===== src/rtl/add_sub_accumulator.sv =====
// Accumulator sequencing LOAD/ADD/SUB/CLRF commands through an external
// adder/subtractor stage, reporting the result and flags over a valid/ready handshake.
module add_sub_accumulator (
  input  logic       clk,
  input  logic       rst_n,
  input  logic       in_valid,
  output logic       in_ready,
  input  logic [1:0] op,
  input  logic [7:0] operand,
  output logic [7:0] add_a,
  output logic [7:0] add_b,
  output logic       add_cin,
  input  logic [7:0] add_s,
  input  logic [7:0] add_c,
  input  logic       add_ovf,
  output logic       out_valid,
  input  logic       out_ready,
  output logic [7:0] acc,
  output logic [4:0] flags
);

  typedef enum logic [1:0] {IDLE, CALC, RESP} state_t;
  typedef enum logic [1:0] {OP_LOAD = 2'b00, OP_ADD = 2'b01, OP_SUB = 2'b10, OP_CLRF = 2'b11} op_t;

  state_t     state, state_nxt;
  op_t        op_q;
  logic       sticky_q, ovf_q, carry_q, neg_q, zero_q;
  logic [7:0] acc_nxt;
  logic       sticky_nxt, ovf_nxt, carry_nxt;
  logic       unused_carry;

  // Overflow arrives precomputed on add_ovf; the lower carry bits are not needed.
  assign unused_carry = ^add_c[6:0];

  assign flags = {sticky_q, ovf_q, carry_q, neg_q, zero_q};

  always_ff @(posedge clk) begin
    if (!rst_n) state <= IDLE;
    else        state <= state_nxt;
  end

  always_comb begin
    state_nxt = state;
    in_ready  = 1'b0;
    out_valid = 1'b0;
    case (state)
      IDLE: begin
        in_ready = 1'b1;
        if (in_valid) state_nxt = CALC;
      end
      CALC: state_nxt = RESP;
      RESP: begin
        out_valid = 1'b1;
        if (out_ready) state_nxt = IDLE;
      end
      default: state_nxt = IDLE;
    endcase
  end

  always_comb begin
    acc_nxt    = acc;
    ovf_nxt    = ovf_q;
    carry_nxt  = carry_q;
    sticky_nxt = sticky_q;
    case (op_q)
      OP_ADD, OP_SUB: begin
        acc_nxt    = add_s;
        ovf_nxt    = add_ovf;
        carry_nxt  = add_c[7];
        sticky_nxt = sticky_q | add_ovf;
      end
      OP_LOAD: begin
        acc_nxt   = add_b;
        ovf_nxt   = 1'b0;
        carry_nxt = 1'b0;
      end
      OP_CLRF: begin
        ovf_nxt    = 1'b0;
        carry_nxt  = 1'b0;
        sticky_nxt = 1'b0;
      end
      default: ;
    endcase
  end

  always_ff @(posedge clk) begin
    if (!rst_n) begin
      op_q     <= OP_LOAD;
      add_a    <= '0;
      add_b    <= '0;
      add_cin  <= 1'b0;
      acc      <= '0;
      sticky_q <= 1'b0;
      ovf_q    <= 1'b0;
      carry_q  <= 1'b0;
      neg_q    <= 1'b0;
      zero_q   <= 1'b1;
    end else begin
      case (state)
        IDLE: begin
          if (in_valid) begin
            op_q    <= op_t'(op);
            add_a   <= acc;
            add_b   <= operand;
            add_cin <= (op_t'(op) == OP_SUB);
          end
        end
        CALC: begin
          acc      <= acc_nxt;
          ovf_q    <= ovf_nxt;
          carry_q  <= carry_nxt;
          sticky_q <= sticky_nxt;
          zero_q   <= (acc_nxt == 8'h00);
          neg_q    <= acc_nxt[7];
        end
        default: ;
      endcase
    end
  end

endmodule


===== config.mk =====
export PLATFORM = sky130hd
export DESIGN_NAME = add_sub_accumulator
export DESIGN_NICKNAME = d
export VERILOG_FILES = /design/src/rtl/add_sub_accumulator.sv
export SDC_FILE = /design/constraint.sdc
export NUM_CORES = 1
export LEC_CHECK = 0
export BUFFER_PORTS_ARGS = -buffer_cell sky130_fd_sc_hd__clkbuf_2
export CAP_MARGIN = 10
export CORE_ASPECT_RATIO = 1.2
export CORE_MARGIN = 3
export CORE_UTILIZATION = 50
export DETAILED_ROUTE_END_ITERATION = 7
export PLACE_DENSITY_LB_ADDON = 0.1
export SYNTH_ARGS = -nofsm -noshare
export SYNTH_HDL_FRONTEND = slang
export SYNTH_SLANG_ARGS = --single-unit
export TNS_END_PERCENT = 50

===== constraint.sdc =====
create_clock -name clk -period 2.6 [get_ports clk]
set_input_delay 0.13 -clock clk [delete_from_list [all_inputs] [get_ports clk]]
set_output_delay 0.13 -clock clk [all_outputs]
set_load 0.02 [all_outputs]

==> results.json <==
{
  "status": "finished, final reports clean",
  "cts_sinks": 33,
  "endpoint_kind": "register",
  "period_share": 0.729,
  "ys_seq_elements": 33,
  "rsz0062_at_grt": "no",
  "hold_path.class": "in -> reg",
  "die-area_um2": 3640,
  "ys_seq_area_frac": 0.448,
  "grt_first_pass_wirelength_mm": 5.69,
  "use_met2": 0.312,
  "dr.pass1.iters": 5,
  "num_vias": 1350,
  "io_pins": 63,
  "ir_worst_vdd_v": 0.000412,
  "pre_cts_ws_ps": 718,
  "cp-start-kind": "register",
  "worstPathArrival_ps": 2120,
  "vias_per_cell": 5.29,
  "wl_mm": 3.34,
  "multi_input_area_um2": 679,
  "areaGrowthSynthToFinish_pct": 17.1,
  "critical_path_class": "reg -> reg",
  "final.setup.worst_slack_ps": 704,
  "critPathLaunch": "op_q[0]$_SDFFE_PN0P_",
  "relSlewSlack": 0.361,
  "htree_levels": 2,
  "finalSetupTns_ps": 0,
  "antenna_found_initial": 0,
  "syn_area_per_cell_um2": 8.33,
  "drv_cap": 0,
  "grt_max_degree": 32,
  "num_rows": 20,
  "diodes": 0,
  "fp.dieW_um": 55.6,
  "synthCells": 177,
  "setup_viol": 0,
  "power.leakage_nw": 0.752,
  "nets": 257,
  "synthTopCellsByArea": "dfxtp_1, nand2_1, a21oi_1, buf_4, ha_1",
  "place_area_um2": 1670,
  "synth_warnings": 0,
  "clk_pin_slew_ps": 100,
  "fin_skew_ps": 11.3,
  "final.min_clock_period_ps": 1900,
  "core_area_um2": 2680,
  "yosys.area.top_type": "dfxtp_1",
  "synth_area_um2": 1470,
  "cts_tree": "built",
  "critPathMaxFanout": 10,
  "grtUsageTotal": 0.197,
  "finalInstanceArea_um2": 1730,
  "ys_types": 29,
  "start_util": 0.550,
  "first_global_vias": 1258,
  "seqCellArea_um2": 661,
  "dp_cells": 248,
  "globalRouteOverflowTotal": 0,
  "clock_latency_ps": 330,
  "place_congestion": 0.817,
  "grt_util_met1": 0.243,
  "root_buffer": "clkbuf_4",
  "final_common_cell": "clkbuf_2",
  "utilization": 0.645,
  "most-common-layout-cells": "clkbuf_2, nand2_1, dfxtp_1, a21oi_1, nor2_1",
  "r2r-start": "op_q[0]$_SDFFE_PN0P_",
  "max_freq_mhz": 527,
  "grt_util_met3": 0.0629,
  "worstMarginPinSlew_ps": 957,
  "layout-drive-gt1-share": 0.302,
  "cts_resized": 0,
  "min_from": "operand[2]",
  "final_cells": 255,
  "netlist.area_leader.share": 0.448,
  "cts_buffers": 5,
  "top_usage_layer": "met2",
  "slew_viol_final": 0,
  "postCtsHoldBufs": 0,
  "required_ps": 2830,
  "port_buffers": 55,
  "drc_errors": 0,
  "avgRoutedWirePerCell_um": 13.1,
  "powerDensity_nw_per_um2": 592,
  "drtIter0Drc": 46,
  "cts_buffer_depth": 2,
  "hpwl_mm": 2.50,
  "cts_setup_buffers": 0,
  "die_y_um": 65.5,
  "hold_violations": 0,
  "syn_nets": 212,
  "fillCellCount": 255,
  "antenna_left": 0
}
## synth_stat cells, drive strengths merged
library cell  count
and3b             1
a21oi            25
or2b              1
nor4              1
nand2            49
nor2b             1
nor3b             2
dfxtp            33
clkbuf            4
inv               4
o21ai             7
a31oi             1
ha                4
nand2b            1
nor2              7
nand3             2
mux2i             1
a211oi            4
a221o             3
buf              13
and2              3
a22oi             7
nand3b            1
and2b             2
## routing by layer
metal / vias up / part of all wire
met4: 0 / 0.010
met1: 607 / 0.44
li1: 678 / -
met3: 4 / 0.085
met5: - / 0
met2: 61 / 0.46
## flip-flops by register name, summed over array words and instances (netlist names)
signal / count
acc: 8
add_a: 8
add_b: 8
op_q: 2
state: 2
add_cin: 1
carry_q: 1
ovf_q: 1
sticky_q: 1
zero_q: 1
## area by class of cell
class | instances | area share
Tap cell | 33 | 0.0239
Inverter | 4 | 0.00870
Timing Repair Buffer | 55 | 0.159
Multi-Input combinational cell | 123 | 0.393
Sequential cell | 33 | 0.383
Clock buffer | 7 | 0.0319
## stage by stage
step / hold slack (ps) / total power [W]
2_1_floorplan: 252 / 0.000697
3_3_place_gp: 353 / 0.000742
3_5_place_dp: 364 / 0.000746
4_1_cts: 8.29 / 0.00103
5_1_grt: 7.55 / 0.00108
6_report: 8.63 / 0.00102
## power breakdown
part           total [W]  internal, W  switching (W)  leakage (nW)
clock           0.000289     0.000128       0.000161        0.0314
combinational   0.000183    0.0000686       0.000115         0.452
sequential      0.000550     0.000529      0.0000207         0.269
total            0.00102     0.000725       0.000296         0.752
## final timing paths
kind / end / slack [ps] / cells after the start
worst min register to register: add_a[4]$_SDFFE_PN0P_ / 460 / 2
worst max register to register: zero_q$_SDFFE_PN1P_ / 700 / 6
worst max-delay path: zero_q$_SDFFE_PN1P_ / 700 / 6
worst min-delay path: add_b[2]$_SDFFE_PN0P_ / 9 / 3
## critical path, stage by stage (launching register included)
cell     delay [ps]
dfxtp_1         390
inv_1            80
ha_1            510
a22oi_1         140
o21ai_0         290
nor4_2           90
a221o_1         300
## kinds of logic after synthesis
logic type	after synthesis	share of synthesized area
compound gates	47	0.196
flops	33	0.448
buf+inv	21	0.0908
mux	1	0.00679
fa+ha+maj	4	0.0340
simple gates	71	0.224
Power figures use the tool's default switching activity.
